==> src/rtl/interval_timer_16.sv <==
// interval_timer_16: measures prescaled ticks between a rising edge on start
// and a rising edge on stop, holding the 16-bit result for display.
module interval_timer_16 #(
    parameter int unsigned PRESCALE = 50000
) (
    input  logic        clk,
    input  logic        reset_n,
    input  logic        start,
    input  logic        stop,
    output logic [15:0] elapsed,
    output logic        valid,
    output logic        busy,
    output logic        overflow
);

    typedef enum logic [1:0] {
        IDLE,
        RUNNING,
        DONE
    } state_t;

    localparam logic [15:0] PRESCALE_LAST = 16'(PRESCALE - 1);

    state_t      state;
    logic [15:0] prescaler;
    logic [15:0] count;
    logic        start_q;
    logic        stop_q;
    logic        start_edge;
    logic        stop_edge;

    assign start_edge = start & ~start_q;
    assign stop_edge  = stop & ~stop_q;

    // Edge detectors, measurement FSM, tick counter and registered outputs.
    // Start has priority over a coincident stop outside RUNNING; inside
    // RUNNING a start edge is ignored so stop always completes.
    always_ff @(posedge clk or negedge reset_n) begin
        if (!reset_n) begin
            state     <= IDLE;
            prescaler <= '0;
            count     <= '0;
            start_q   <= 1'b0;
            stop_q    <= 1'b0;
            elapsed   <= '0;
            valid     <= 1'b0;
            busy      <= 1'b0;
            overflow  <= 1'b0;
        end else begin
            start_q <= start;
            stop_q  <= stop;
            case (state)
                IDLE, DONE: begin
                    if (start_edge) begin
                        state     <= RUNNING;
                        prescaler <= '0;
                        count     <= '0;
                        overflow  <= 1'b0;
                        valid     <= 1'b0;
                        busy      <= 1'b1;
                    end
                end
                RUNNING: begin
                    if (stop_edge) begin
                        // The tick boundary coincident with stop is not counted.
                        state   <= DONE;
                        elapsed <= count;
                        valid   <= 1'b1;
                        busy    <= 1'b0;
                    end else if (prescaler == PRESCALE_LAST) begin
                        prescaler <= '0;
                        if (count == '1) begin
                            overflow <= 1'b1;
                        end else begin
                            count <= count + 16'd1;
                        end
                    end else begin
                        prescaler <= prescaler + 16'd1;
                    end
                end
                default: begin
                    state <= IDLE;
                    busy  <= 1'b0;
                end
            endcase
        end
    end

endmodule

==> config.mk <==
export PLATFORM = sky130hd
export DESIGN_NAME = interval_timer_16
export DESIGN_NICKNAME = d
export VERILOG_FILES = /design/src/rtl/interval_timer_16.sv
export SDC_FILE = /design/constraint.sdc
export NUM_CORES = 1
export LEC_CHECK = 0
export CAP_MARGIN = 20
export CORE_MARGIN = 2
export CORE_UTILIZATION = 25
export CTS_BUF_LIST = sky130_fd_sc_hd__clkbuf_4
export CTS_CLUSTER_DIAMETER = 100
export DETAILED_ROUTE_END_ITERATION = 7
export PLACE_DENSITY = 0.48
export SETUP_SLACK_MARGIN = 0.1
export SLEW_MARGIN = 20
export SYNTH_ARGS = -nofsm -noshare
export SYNTH_HDL_FRONTEND = slang
export SYNTH_SLANG_ARGS = --single-unit
==> constraint.sdc <==
create_clock -name clk -period 2.6 [get_ports clk]
set_input_delay 0.65 -clock clk [delete_from_list [all_inputs] [get_ports clk]]
set_output_delay 0.65 -clock clk [all_outputs]
set_load 0.03 [all_outputs]
# Word level (Yosys, flattened, before mapping)

Index checks and enable logic that the tools add are counted.

Flip-flop bits (word level): 55
Bits of input ports: 4
Output and inout port bits: 19

Add/subtract/negate cells: 2
Eq/ne operators: 10
Multiplexer cells: 21
Bitwise operators: 4
Reductions and logical operators: 9

Operators with widths:

| operator                                                        | number |
|---|---|
| 16-bit 2-to-1 mux                                               | 6 |
| 16-bit case mux with 2 select lines                             | 2 |
| 16-bit by 1-bit adder with 16-bit output, second input constant | 2 |
| 16-bit == test, second input constant                           | 2 |
| 2-bit != test, second input constant                            | 6 |
| 5-bit AND reduction                                             | 2 |
| 1-bit 2-to-1 mux                                                | 7 |
| 1-bit case mux with 2 select lines                              | 3 |
| 3-bit AND reduction                                             | 2 |
| 2-bit 2-to-1 mux                                                | 2 |
| 2-bit case mux with 2 select lines                              | 1 |
| 2-bit AND reduction                                             | 2 |
| 1-bit bitwise AND                                               | 2 |
| 2-bit by 1-bit == test with 1-bit output, second input constant | 1 |
| 2-bit == test, second input constant                            | 1 |
| 2-bit zero test                                                 | 1 |
| 1-bit NOT                                                       | 2 |
| 2-bit nonzero test                                              | 1 |
| 2-bit OR reduction                                              | 1 |

# Depth between registers and ports, before layout

Gate-level depths: netlist of the first run.

Depth in word-level cells: 5
Mapped depth: 8

# Least setup slack after synthesis of the first run

Ideal clock, no wire load.

Kind: reg-to-reg
Start point: reg prescaler[11]
End point: reg count[13]
Arrival time: 1934 ps
Data required time: 2470 ps
Slack: 537 ps
Stages on the path, launching flop included: 6
Path buffers: 0
Period minus slack after synthesis: 2063 ps
Cells stage by stage: dfrtp_1 or4_4 nor4_4 nand3_1 o211ai_1 o31ai_1

Cells in the longest elaborated chain, start to end: 3

Ends and longest elaborated chain:

| element                              | line | source |
|---|---|---|
| from (decl)                          | 25   | `logic [15:0] prescaler;` |
| from (signal assigned)               | 78   | `prescaler <= prescaler + 16'd1;` |
| 16-bit == test                       | 70   | `end else if (prescaler == PRESCALE_LAST) begin` |
| 2-bit != test (no source line)       | --   |  |
| 5-bit AND reduction (no source line) | --   |  |
| to (signal assigned)                 | 75   | `count <= count + 16'd1;` |
| to (decl)                            | 26   | `logic [15:0] count;` |

Every way passes these cells.
A chain may end at the register's enable or synchronous reset.

# Worst setup path in the final report of the first run

Start point: reg prescaler[11]
End point: reg count[14]

The elaborated chain is that of the path after synthesis.

==> results of run 1 <==
## cells in the mapped netlist, drive strengths merged (4+ instances only)
cell type / n / area share, %
nor2: 18 / 2.6
mux2: 16 / 6.8
nand3: 10 / 1.9
o41ai: 4 / 1.9
o31ai: 9 / 2.8
nor4: 6 / 2.0
nand4: 9 / 2.4
a21oi: 9 / 1.9
buf: 4 / 1.3
nor3: 5 / 1.1
o21ai: 9 / 1.9
o211ai: 6 / 1.9
inv: 4 / 0.57
clkbuf: 5 / 0.71
nand2: 18 / 2.6
xnor2: 12 / 4.0
dfrtp: 55 / 52
## logic make-up (layout without fill, tap and decap cells)
| family | Yosys count | after routing | synth area share [%] |
|---|---|---|---|
| AND/OR/NAND/NOR | 91 | 91 | 19.7 |
| flip-flops | 55 | 55 | 52.2 |
| AO/OA/AOI/OAI | 48 | 48 | 13.7 |
| multiplexers | 16 | 16 | 6.83 |
| buffers and inverters | 13 | 47 | 2.61 |
| XOR/XNOR | 12 | 12 | 3.99 |
| adder cells (fa/ha/maj) | 2 | 2 | 0.949 |
| other | 0 | 1 | 0 |
## cell type report
cell class,instances,area [um2],share of cell area [%]
diodes,1,2.50,0.0797
clock buffers,6,45.0,1.44
clock inverters,2,12.5,0.399
inverters,4,15.0,0.478
multi-input cells,169,1190,38.0
flip-flops and latches,55,1380,43.9
well taps,136,170,5.42
repair buffers,35,325,10.4
## power breakdown
group          switching, mW  internal [mW]  total, mW
Combinational          0.254          0.146      0.400
Sequential            0.0383          0.901      0.939
Clock                  0.274          0.116      0.390
## registers in the layout (all words and copies together), names as in the netlist
| signal | flops |
|---|---|
| count | 16 |
| elapsed | 16 |
| valid | 1 |
| overflow | 1 |
| start_q | 1 |
| state | 2 |
| prescaler | 16 |
| stop_q | 1 |
| busy | 1 |
## worst paths after layout
kind / endpoint / depth (start not counted) / from
worst max-delay path: count[14]$_DFFE_PN0P_ / 7 / prescaler[11]$_DFFE_PN0P_
worst min-delay path: count[13]$_DFFE_PN0P_ / 1 / reset_n
worst max register to register: count[14]$_DFFE_PN0P_ / 7 / prescaler[11]$_DFFE_PN0P_
worst min register to register: overflow$_DFFE_PN0P_ / 2 / overflow$_DFFE_PN0P_
max in group asynchronous: elapsed[6]$_DFFE_PN0P_ / 2 / reset_n
min in group clk: overflow$_DFFE_PN0P_ / 2 / overflow$_DFFE_PN0P_
## routing by layer
metal	part of all wire [%]	up-vias
met1	51	947
met3	2.8	7
met4	1.9	0
met5	0	-
met2	44	31
li1	-	954
## metrics by stage
step | total power [mW] | util [%]
5_1_grt | 1.84 | 30.5
2_1_floorplan | 1.21 | -
6_report | 1.73 | 30.5
3_5_place_dp | 1.36 | 29.9
3_3_place_gp | 1.35 | 29.9
4_1_cts | 1.75 | 30.5
==> metrics.cfg, run 1 <==
[logic_synthesis]
ys_warn_count = 0
synth_cell_types = 50
ys.flop_type = dfrtp_1
synth_edf_count = 0
synth_seq_area_share_pct = 52.2
syn_area_um2 = 2640
syn_avg_cell_area_um2 = 11.1
syn_nets = 243
async_reset_ff_share_pct = 100
ys_seq_elements = 55
netlist_instances = 237

[cells_and_area]
drive_gt1_share_pct = 18.5
stdcell_area_um2 = 3140
final_common_cell = dfrtp_1
fillers = 1072
syn_to_final_growth_pct = 19.0
layout.cells.non_filler = 408
layout_common_cells = dfrtp_1 (55), clkdlybuf4s50_1 (21), nor2_1 (18), nand2_1 (18), mux2_2 (16)
final_nets = 276

[worst_setup_path]
critical_path_class = register to register
cp-start-kind = register
reg2reg_setup_slack_ns = 0.28
critPathArrivalTime_ns = 2.62
path_buf_inv = 2
path_cells = or4_4 -> nor4_4 -> buf_4 -> o21a_1 -> buf_4 -> and4b_1 -> nor3_2
crit_family = simple AND/OR/NAND/NOR gates
cp_common_cell = buf_4
cp-end-kind = register
cp.required_ns = 2.90
cpMaxStageDelayCell = or4_4
slowest_delay_ns = 0.57
crit_fanout = 7

[placement]
io_buffer_count = 22
pre_cts_slack_ns = 0.113
place_area_um2 = 3080
gp_congestion = 0.785
dp_cells = 399
hpwl_um = 3990

[drt]
drtIter0Drc = 175
wire_per_inst_um = 13.9
route.vias.total = 1939
drt_first_pass_iters = 4
ant_nets = 0
via_per_inst = 4.75
finalWirelength_um = 5670
drc = 0

[sta]
tightest_slew_ns = 0.642
final_hold_viol_count = 0
max_slew_margin_pct = 57.2
fin_crit_sh_pct = 89.3
clock-skew-final_ns = 0.0246
tns_ns = 0
slew_violations = 0
rsz0062_at_grt = false
setup_viol = 0
whs_ns = 0.268
worst_slack_ns = 0.279
clock.fmax_mhz = 431
min_period_ns = 2.32

[die]
rows = 37
die_h_um = 107
die_w_um = 107
initial_utilization_pct = 25.7
core-area_um2 = 10300
die_area_um2 = 11400
pin_count = 23

[power_and_ir_drop]
p_leak_nw = 1.29
p_per_area_nw_per_um2 = 551
ir_drop_uv = 272

[grt]
grt_start_max_net_pins = 30
met2_usage_pct = 17.5
antenna_found_initial = 1
grt_pass1_wl_um = 10200
grt_pass1_vias = 2031
track_usage_pct = 11.2
grt_overflow_total = 0
busiest_layer = met2
grtUsageMet1_pct = 15.4
met3_usage_pct = 2.13

[clock_network]
numCtsBuffers = 5
clkLatencyLatePin_ns = 0.38
cts_hold_buf = 0
cts_max_level = 2
cts_setup_buffers = 0
clk_pin_slew_ns = 0.17
cts_root_buf = clkbuf_4
cts_sinks = 55
cts_tree = yes
cts.path.max_buffers = 2
cts_resized = 0

[outcome]
status = finished, final reports clean

[run]
maxCapViolations = 0

[hold_path]
hold_class = input port to async pin

Note: power is estimated with default switching activity, not from simulation.
==> run 2, diff against run 1 <==
--- a/config.mk
+++ b/config.mk
@@ -8,7 +8,7 @@
 export CAP_MARGIN = 20
 export CORE_MARGIN = 2
 export CORE_UTILIZATION = 25
-export CTS_BUF_LIST = sky130_fd_sc_hd__clkbuf_4
+export CTS_BUF_LIST = sky130_fd_sc_hd__clkbuf_16
 export CTS_CLUSTER_DIAMETER = 100
 export DETAILED_ROUTE_END_ITERATION = 7
 export PLACE_DENSITY = 0.48
==> metrics.cfg, run 2 (synthesis gave the netlist of run 1 again) <==
[drt]
wire_per_inst_um = 14.0
drt_first_pass_iters = 4
drc = 0
route.vias.total = 1965
finalWirelength_um = 5700
via_per_inst = 4.83
drtIter0Drc = 138
ant_nets = 0

[grt]
grt_start_max_net_pins = 30
met3_usage_pct = 1.95
met2_usage_pct = 17.7
track_usage_pct = 11.2
grt_overflow_total = 0
busiest_layer = met2
grt_pass1_vias = 2028
grtUsageMet1_pct = 15.3
antenna_found_initial = 0
grt_pass1_wl_um = 10200

[placement]
pre_cts_slack_ns = 0.113
io_buffer_count = 22
hpwl_um = 3990
gp_congestion = 0.785

[clock_network]
cts.path.max_buffers = 2
clk_pin_slew_ns = 0.07
cts_hold_buf = 0
cts_tree = yes
cts_setup_buffers = 0
clkLatencyLatePin_ns = 0.29
numCtsBuffers = 5
cts_root_buf = clkbuf_16
cts_sinks = 55
cts_resized = 0
cts_max_level = 2

[worst_setup_path]
critical_path_class = register to register
reg2reg_setup_slack_ns = 0.24
cp.required_ns = 2.77
crit_fanout = 6
cp-end-kind = register
rr_startpoint = prescaler[11]$_DFFE_PN0P_
cp-start-kind = register
reg2regPathDepth = 6
critPathArrivalTime_ns = 2.53
r2r_end = count[9]$_DFFE_PN0P_

[power_and_ir_drop]
p_seq_share_pct = 47.2
swShare_pct = 29.7
p_per_area_nw_per_um2 = 618
p_int_mw = 1.40
ir_drop_uv = 307
p_leak_nw = 1.33
pwr-share-clk_pct = 32.7
power_frac_comb_pct = 20.1
netSwitchingPower_uw = 590

[sta]
setup_viol = 0
fin_crit_sh_pct = 90.9
rsz0062_at_grt = false
clock.fmax_mhz = 423
final_hold_viol_count = 0
tns_ns = 0
max_slew_margin_pct = 57.1
min_period_ns = 2.36
slew_violations = 0
worst_slack_ns = 0.236
clock-skew-final_ns = 0.00979
tightest_slew_ns = 0.643

[cells_and_area]
antenna_cells = 0
layout_common_cells = dfrtp_1 (55), clkdlybuf4s50_1 (21), nor2_1 (18), nand2_1 (18), mux2_2 (16)
syn_to_final_growth_pct = 22.1
final_nets = 276
final_common_cell = dfrtp_1
drive_gt1_share_pct = 18.1
reg.largest.list = count (16), elapsed (16), prescaler (16)

[die]
rows = 37
initial_utilization_pct = 25.7
core-area_um2 = 10300
die_h_um = 107
pin_count = 23
die_w_um = 107
die_area_um2 = 11400

[outcome]
status = finished, final reports clean

[hold_path]
hold_class = input port to async pin

[run]
maxCapViolations = 0

-- run 2: changes by cell type in the layout (fill, tap and decap cells not counted) --
cell       before  now
clkbuf_16       0    5
inv_1           4    5
clkbuf_4        6    0
diode_2         1    0
-- run 2: power groups by stage --
stage                     Combinational, mW  Sequential, mW  Clock, mW
final                                 0.399           0.939      0.651
after global routing                  0.445           0.949      0.716
after CTS                             0.405           0.939      0.681
after detailed placement              0.405           0.955          0
after global placement                0.399           0.954          0
after floorplan                       0.225           0.980          0
-- run 2: worst max-delay path, cell delays in order, from the launching register on --
cell	delay, ns
dfrtp_1	0.45
or4_4	0.57
nor4_4	0.39
buf_4	0.21
nand3_1	0.25
o211ai_1	0.27
o31ai_1	0.10
-- run 2: worst max path at each step --
stage | start | to | slack, ns
2_1_floorplan | prescaler[11]$_DFFE_PN0P_ | count[13]$_DFFE_PN0P_ | 0.54
3_3_place_gp | start | prescaler[9]$_DFFE_PN0P_ | 0.16
3_5_place_dp | start | prescaler[6]$_DFFE_PN0P_ | 0.11
4_1_cts | prescaler[11]$_DFFE_PN0P_ | count[14]$_DFFE_PN0P_ | 0.26
5_1_grt | prescaler[11]$_DFFE_PN0P_ | count[4]$_DFFE_PN0P_ | 0.10
6_report | prescaler[11]$_DFFE_PN0P_ | count[9]$_DFFE_PN0P_ | 0.24
-- run 2: metal layers --
metal / part of all wire (%) / wire length (um)
met2: 44 / 2520
met5: 0 / 0
met4: 1.8 / 101
met1: 51 / 2890
met3: 3.3 / 189
-- run 2: per-stage QoR --
stage	total power [mW]	instance area [um2]	hold slack [ns]	instances	util [%]
2_1_floorplan	1.21	2640	0.354	237	-
3_3_place_gp	1.35	3080	0.462	399	29.9
3_5_place_dp	1.36	3080	0.475	399	29.9
4_1_cts	2.03	3220	0.410	407	31.3
5_1_grt	2.11	3220	0.444	407	31.3
6_report	1.99	3220	0.375	407	31.3
-- run 2: cell type report --
| type | count | area (um2) |
|---|---|---|
| Clock buffer | 5 | 125 |
| Clock inverter | 3 | 16.3 |
| Fill cell | 1061 | 7060 |
| Inverter | 4 | 15.0 |
| Multi-Input combinational cell | 169 | 1190 |
| Sequential cell | 55 | 1380 |
| Tap cell | 136 | 170 |
| Timing Repair Buffer | 35 | 325 |
==> run 3, diff against run 2 <==
--- a/config.mk
+++ b/config.mk
@@ -7,11 +7,11 @@
 export LEC_CHECK = 0
 export CAP_MARGIN = 20
 export CORE_MARGIN = 2
-export CORE_UTILIZATION = 25
+export CORE_UTILIZATION = 55
 export CTS_BUF_LIST = sky130_fd_sc_hd__clkbuf_16
 export CTS_CLUSTER_DIAMETER = 100
 export DETAILED_ROUTE_END_ITERATION = 7
-export PLACE_DENSITY = 0.48
+export PLACE_DENSITY = 0.84
 export SETUP_SLACK_MARGIN = 0.1
 export SLEW_MARGIN = 20
 export SYNTH_ARGS = -nofsm -noshare
==> metrics.cfg, run 3 (synthesis gave the netlist of run 1 again) <==
[clock_network]
cts_resized = 0
clkLatencyLatePin_ns = 0.29
numCtsBuffers = 5
cts_tree = yes
cts_setup_buffers = 0
clk_pin_slew_ns = 0.07
cts.path.max_buffers = 2
cts_max_level = 2
cts_sinks = 55
cts_root_buf = clkbuf_16
cts_hold_buf = 0

[grt]
grt_start_max_net_pins = 35
grt_pass1_vias = 1840
grt_pass1_wl_um = 8970
grt_overflow_total = 0
antenna_found_initial = 0
track_usage_pct = 21.8

[die]
pin_count = 23
die_area_um2 = 5360
rows = 25
core-area_um2 = 4660
initial_utilization_pct = 56.6
die_h_um = 73.2
die_w_um = 73.2

[sta]
tightest_slew_ns = 0.507
setup_viol = 0
rsz0062_at_grt = false
tns_ns = 0
slew_violations = 0
clock.fmax_mhz = 438
clock-skew-final_ns = 0.00879
fin_crit_sh_pct = 87.8
final_hold_viol_count = 0
whs_ns = 0.319
min_period_ns = 2.28
max_slew_margin_pct = 66.2

[worst_setup_path]
crit_family = simple AND/OR/NAND/NOR gates
cp-start-kind = register
critical_path_class = register to register
critPathArrivalTime_ns = 2.46
cp.required_ns = 2.77
reg2reg_setup_slack_ns = 0.32
cp-end-kind = register
crit_fanout = 6
slowest_delay_ns = 0.57
cpMaxStageDelayCell = or4_4
path_cells = or4_4 -> nor4_4 -> nand4_2 -> o311ai_2 -> o41ai_2
path_buf_inv = 0

[drt]
finalWirelength_um = 5340
drc = 0
wire_per_inst_um = 16.5
ant_nets = 0
drt_first_pass_iters = 4
drtIter0Drc = 175
via_per_inst = 6.18
route.vias.total = 1996

[placement]
gp_congestion = 0.851
io_buffer_count = 22
hpwl_um = 3610

[power_and_ir_drop]
finalPower_mw = 2.10
swShare_pct = 28.5
p_leak_nw = 1.33
netSwitchingPower_uw = 599
power_frac_comb_pct = 18.9
pwr-share-clk_pct = 36.4
p_per_area_nw_per_um2 = 671
p_seq_share_pct = 44.7
p_int_mw = 1.50
ir_drop_uv = 367

[cells_and_area]
fillers = 334
layout_common_cells = dfrtp_1 (55), clkdlybuf4s50_1 (21), nor2_1 (18), nand2_1 (18), mux2_2 (16)
drive_gt1_share_pct = 18.2
syn_to_final_growth_pct = 18.7
antenna_cells = 0
final_nets = 274
final_common_cell = dfrtp_1
post-route-util_pct = 67.1
reg.largest.list = count (16), elapsed (16), prescaler (16)

[outcome]
status = finished, final reports clean

[run]
maxCapViolations = 0

[hold_path]
hold_class = input port to async pin

run 3: cell count changes in the layout (fill, tap and decap cells not counted), sizes merged:
cell	delta
inv	-1
buf	-2
bufinv	+1
run 3: worst paths after layout:
check,startpoint,to,cells past startpoint
hold / removal,reset_n,prescaler[5]$_DFFE_PN0P_,1
setup / recovery,prescaler[11]$_DFFE_PN0P_,count[11]$_DFFE_PN0P_,5
min in group clk,valid$_DFFE_PN0P_,valid$_DFFE_PN0P_,1
setup reg to reg,prescaler[11]$_DFFE_PN0P_,count[11]$_DFFE_PN0P_,5
hold reg to reg,valid$_DFFE_PN0P_,valid$_DFFE_PN0P_,1
max in group asynchronous,reset_n,overflow$_DFFE_PN0P_,2
run 3: layout make-up:
cell class	instances	area [um2]	share of cell area, %
clock buffers	5	125	4.00
clock inverters	3	43.8	1.40
inverters	4	15.0	0.480
multi-input cells	169	1190	38.1
flip-flops and latches	55	1380	44.0
well taps	54	67.6	2.16
repair buffers	33	310	9.92
run 3: power by group through the flow:
stage / clock network, mW / logic [mW] / registers (mW)
after floorplan: 0 / 0.225 / 0.980
after global placement: 0 / 0.383 / 0.952
after detailed placement: 0 / 0.396 / 0.955
after CTS: 0.771 / 0.398 / 0.939
after global routing: 0.799 / 0.432 / 0.944
final: 0.765 / 0.397 / 0.939
run 3: metal layers:
layer	global-route usage, %	routed length (um)	part of all wire (%)	up-vias
met3	5.39	294	5.5	7
met5	0	0	0	-
li1	-	-	-	947
met2	32.9	2410	45	69
met1	31.0	2550	48	973
met4	6.79	87	1.6	0
run 3: metrics by stage:
step	setup slack [ns]	cell area, um2	cells
2_1_floorplan	0.537	2640	237
3_3_place_gp	0.158	2960	315
3_5_place_dp	0.131	2960	315
4_1_cts	0.329	3130	323
5_1_grt	0.213	3130	323
6_report	0.317	3130	323
==> variant 1 (config.mk and constraints of run 1) <==
Register the inputs `start` and `stop` before use, without a reset. The logic sees them one clock later.
--- a/src/rtl/interval_timer_16.sv
+++ b/src/rtl/interval_timer_16.sv
@@ -21,6 +21,14 @@
 
     localparam logic [15:0] PRESCALE_LAST = 16'(PRESCALE - 1);
 
+    logic start_r;
+    logic stop_r;
+
+    always_ff @(posedge clk) begin
+        start_r <= start;
+        stop_r  <= stop;
+    end
+
     state_t      state;
     logic [15:0] prescaler;
     logic [15:0] count;
@@ -29,8 +37,8 @@
     logic        start_edge;
     logic        stop_edge;
 
-    assign start_edge = start & ~start_q;
-    assign stop_edge  = stop & ~stop_q;
+    assign start_edge = start_r & ~start_q;
+    assign stop_edge  = stop_r & ~stop_q;
 
     // Edge detectors, measurement FSM, tick counter and registered outputs.
     // Start has priority over a coincident stop outside RUNNING; inside
@@ -47,8 +55,8 @@
             busy      <= 1'b0;
             overflow  <= 1'b0;
         end else begin
-            start_q <= start;
-            stop_q  <= stop;
+            start_q <= start_r;
+            stop_q  <= stop_r;
             case (state)
                 IDLE, DONE: begin
                     if (start_edge) begin
Behaviour: not the same (Yosys sat finds a counterexample within 4 cycles, from zero or initial values and one cycle with reset_n low).
==> variant 1 against run 1 <==
Wire length is 1.7% higher. Critical endpoint is now count[13]$_DFFE_PN0P_. Sequential cell count is 2 higher. Area after synthesis is 1.5% higher. Global-route usage is 0.059 points higher. Largest cell class unchanged. Hold slack worse by 0.036 ns. Synthesized cell count is 0.84% higher. Cell area is 2.4% higher. Combinational power is 7.0% lower. Critical path type unchanged. Clock power is 54% higher. Setup slack worse by 0.0021 ns. Total power is 12% higher.
==> variant 1: results <==
export IMPL_postCtsSetupBuffers=0
export IMPL_start_kind="flip-flop"
export IMPL_ir_drop_uv=261.8
export IMPL_power_leakage_nw=1.322
export IMPL_place_gp_congestion=0.7446
export IMPL_clk_pin_slew_ns=0.09
export IMPL_grt_use_total_pct=11.24
export IMPL_synth_compound_area_share_pct=13.51
export IMPL_grt_pass1_vias=1969
export IMPL_routedWlPerCell_um=13.99
export IMPL_drtPass1Iterations=6
export IMPL_grt_max_degree=33
export IMPL_cts_inserted_buffers=9
export IMPL_outcome="finished clean"
export IMPL_place_inst=396
export IMPL_htree_levels=3
export IMPL_worst_r2r_path_depth=6
export IMPL_hpwl_mm=3.929
export IMPL_hp_class="primary input to asynchronous set/reset pin"
export IMPL_async_flop_share_pct=96.49
export IMPL_synthAdderAreaFrac_pct=0.9350
export IMPL_synth_nets=245
export IMPL_synth_area_sq_um=2676
export IMPL_synth_common_cells="55 x dfrtp_1, 18 x nand2_1, 18 x nor2_1"
export IMPL_critPathMaxFanout=6
export IMPL_fin_nets=277
export IMPL_maxSlewHeadroom_pct=60.96
export IMPL_synth_area_leaders="dfrtp_1 51%, mux2_2 6.7%, xnor2_1 3.9%, nand2_1 2.5%, nor2_1 2.5%"
export IMPL_synthXorXnorAreaFrac_pct=3.927
export IMPL_antenna_found_initial=1
export IMPL_first_iter_violations=85
export IMPL_clock_skew_ns=0.01570
export IMPL_drive_above_1_share_pct=17.82
export IMPL_ys_types=51
export IMPL_seq_area_frac_synth_pct=52.92
export IMPL_yosysWarnings=0
export IMPL_via_per_inst=4.803
export IMPL_grt_pass1_wl_mm=9.984
export IMPL_synth_mux_area_share_pct=6.732
export IMPL_insertion_delay_ns=0.42
export IMPL_layout_cells_non_filler=412
export IMPL_avgSynthCellArea_sq_um=11.20
## variant 1: cell types whose count changed after synthesis, sizes merged
cell | run 1 | this run
dfxtp | 0 | 2
## variant 1: layout make-up
type                    count  area [sq um]
diodes                      1         2.502
clock buffers               9         67.56
clock inverters             6         50.05
fillers                  1077          7157
inverters                   4         15.01
multi-input cells         169          1191
flip-flops and latches     57          1416
well taps                 136         170.2
repair buffers             30         300.3
## variant 1: power by group
part           internal (mW)  switching, mW
Sequential             0.929         0.0364
Combinational          0.130          0.242
Clock                  0.274          0.325
Total                   1.33          0.603
## variant 1: cell families after synthesis
family	count (synthesis)
AO/OA/AOI/OAI	48
XOR/XNOR	12
adder cells (fa/ha/maj)	2
buffers and inverters	13
flip-flops	57
multiplexers	16
AND/OR/NAND/NOR	91
## variant 1: stage by stage
stage          area, sq um  setup WS (ns)  hold WS, ns
6_report              3213         0.2770       0.2317
5_1_grt               3213         0.1262       0.2514
4_1_cts               3211         0.2646       0.2343
3_5_place_dp          3093         0.3122       0.3548
3_3_place_gp          3093         0.3497       0.3515
2_1_floorplan         2676         0.5367       0.3409
## variant 1: per-layer routing
layer  vias up  global-route usage, %  wire length, um
met3        11                  3.450              260
met5         -                      0                0
met4         0                  6.044              123
met1       970                  15.28             2919
li1        960                      -                -
met2        38                  15.87             2460
## variant 1: worst reg2reg max path, cell delays in order (launching register included)
cell and delay [ns]:
dfrtp_1 0.44, or4_4 0.56, nor4_4 0.41, buf_4 0.21
nand3_1 0.23, o211ai_1 0.26, o31ai_1 0.10
## variant 1: worst paths after layout
path	end	slack [ns]
worst max-delay path	count[13]$_DFFE_PN0P_	0.28
worst min-delay path	prescaler[4]$_DFFE_PN0P_	0.23
worst max register to register	count[13]$_DFFE_PN0P_	0.28
worst min register to register	stop_q$_DFF_PN0_	0.36
max in group asynchronous	start_q$_DFF_PN0_	1.81
min in group clk	stop_q$_DFF_PN0_	0.36
==> variant 2 (settings of run 1) <==
Without the edit above. Set the parameter `PRESCALE` to 25000 (it was 50000).
--- a/src/rtl/interval_timer_16.sv
+++ b/src/rtl/interval_timer_16.sv
@@ -1,7 +1,7 @@
 // interval_timer_16: measures prescaled ticks between a rising edge on start
 // and a rising edge on stop, holding the 16-bit result for display.
 module interval_timer_16 #(
-    parameter int unsigned PRESCALE = 50000
+    parameter int unsigned PRESCALE = 25000
 ) (
     input  logic        clk,
     input  logic        reset_n,
Behaviour: same outputs for any inputs over 10 cycles, from zero or initial values and one cycle with reset_n low; that may be too few to reach the edited logic, so the function may still have changed.
==> variant 2 against run 1 <==
Combinational power rose by 12%. Utilization fell by 0.37 points. Area after synthesis grew 2.4%. Non-clock buffer count fell by 6. Sequential share of layout area down 0.052 points. Maximum frequency increased by 12%. Via count is 6.9% higher. Largest power group unchanged. Total power grew 3.0%. Wire length rose by 2.5%. Setup slack improved by 0.24 ns. Global-route usage decreased by 0.41 points. Cell area up 0.12%. Highest routed layer unchanged. Critical path type is now primary input to flip-flop. Hold slack better by 0.13 ns. Sequential cell count is the same.
==> variant 2: results <==
export IMPL_drtPass1Iterations=4
export IMPL_grt_max_degree=56
export IMPL_seqCellArea_sq_um=1376
export IMPL_fin_nets=291
export IMPL_place_gp_congestion=0.8329
export IMPL_fillers=1100
export IMPL_synth_nets=267
export IMPL_wl_met3_um=141
export IMPL_postCtsSetupBuffers=0
export IMPL_cpMaxStageDelayCell="clkdlybuf4s50_1"
export IMPL_cts_inserted_buffers=5
export IMPL_insertion_delay_ns=0.36
export IMPL_clk_pin_slew_ns=0.15
export IMPL_hp_class="primary input to asynchronous set/reset pin"
export IMPL_critPathMaxFanout=12
export IMPL_synth_area_leaders="dfrtp_1 51%, xnor2_1 3.6%, nor2_1 3.5%, mux2_1 3.3%, mux2_2 3.3%"
export IMPL_first_iter_violations=95
export IMPL_clock_skew_ns=0.008908
export IMPL_hpwl_mm=4.126
export IMPL_power_leakage_nw=1.294
export IMPL_ys_types=50
export IMPL_via_per_inst=4.912
export IMPL_arrival_ns=2.38
export IMPL_grt_use_total_pct=10.77
export IMPL_pre_cts_ws_ns=0.09246
export IMPL_antenna_found_initial=0
export IMPL_grt_pass1_wl_mm=9.963
export IMPL_wl_met2_mm=2.812
export IMPL_top_layer="met4"
export IMPL_max_stage_delay_ns=0.50
export IMPL_drive_above_1_share_pct=11.19
export IMPL_outcome="finished clean"
export IMPL_maxSlewHeadroom_pct=53.11
export IMPL_grt_pass1_vias=2031
export IMPL_clockRootBuffer="clkbuf_4"
export IMPL_synthFlopType="dfrtp_1"
export IMPL_synth_common_cells="55 x dfrtp_1, 25 x nor2_1, 18 x nand2_1"
export IMPL_cts_buffer_depth=2
export IMPL_yosysWarnings=0
export IMPL_cts_resized=0
export IMPL_wl_mm=5.808
export IMPL_seq_area_frac_synth_pct=51.00
export IMPL_htree_levels=2
export IMPL_async_flop_share_pct=100.0
export IMPL_placed_area_sq_um=3089
export IMPL_drv_cap=0
export IMPL_path_delay_family="simple AND/OR/NAND/NOR gates"
export IMPL_portBuffers=22
export IMPL_diodes=0
export IMPL_drt_met1_wl_mm=2.754
export IMPL_ir_drop_uv=227.3
-- variant 2: worst paths after layout --
check / slack, ns / startpoint / end / cells after the start
max in group asynchronous: 1.74 / reset_n / prescaler[14]$_DFFE_PN0P_ / 2
min in group clk: 0.49 / valid$_DFFE_PN0P_ / valid$_DFFE_PN0P_ / 1
max: 0.52 / start / prescaler[15]$_DFFE_PN0P_ / 7
max reg2reg: 0.64 / prescaler[0]$_DFFE_PN0P_ / count[3]$_DFFE_PN0P_ / 5
min reg2reg: 0.49 / valid$_DFFE_PN0P_ / valid$_DFFE_PN0P_ / 1
min: 0.40 / reset_n / elapsed[11]$_DFFE_PN0P_ / 2
-- variant 2: metal layers --
layer	track usage (%)	up-vias
met4	3.297	0
met1	13.90	1030
met2	18.15	27
li1	-	1007
met5	0	-
met3	2.179	9
-- variant 2: report_power, final --
group          internal, mW  switching, mW
clock                 0.112          0.254
sequential            0.908         0.0577
combinational         0.163          0.286
-- variant 2: cell type report --
type / instances / area share, %
Multi-Input combinational cell: 190 / 39.63
Timing Repair Buffer: 29 / 8.921
Clock inverter: 2 / 0.2389
Clock buffer: 6 / 1.434
Sequential cell: 55 / 43.81
Inverter: 4 / 0.5575
Tap cell: 136 / 5.416
-- variant 2: logic make-up (layout without fill, tap and decap cells) --
logic type	count (synthesis)	in the layout	synth area share, %
and+or+nand+nor	107	107	21.98
xor gates and xnor gates	12	12	3.894
AOI/OAI and AO/OA	52	52	12.29
buffers and inverters	16	41	2.874
adders and majority gates	2	2	0.9271
muxes	17	17	7.047
DFF	55	55	51.00
-- variant 2: per-stage QoR --
step	hold slack, ns	instances
final	0.3977	422
after floorplan	0.3544	261
after CTS	0.4176	422
after global routing	0.4416	422
after detailed placement	0.4667	414
after global placement	0.4644	414
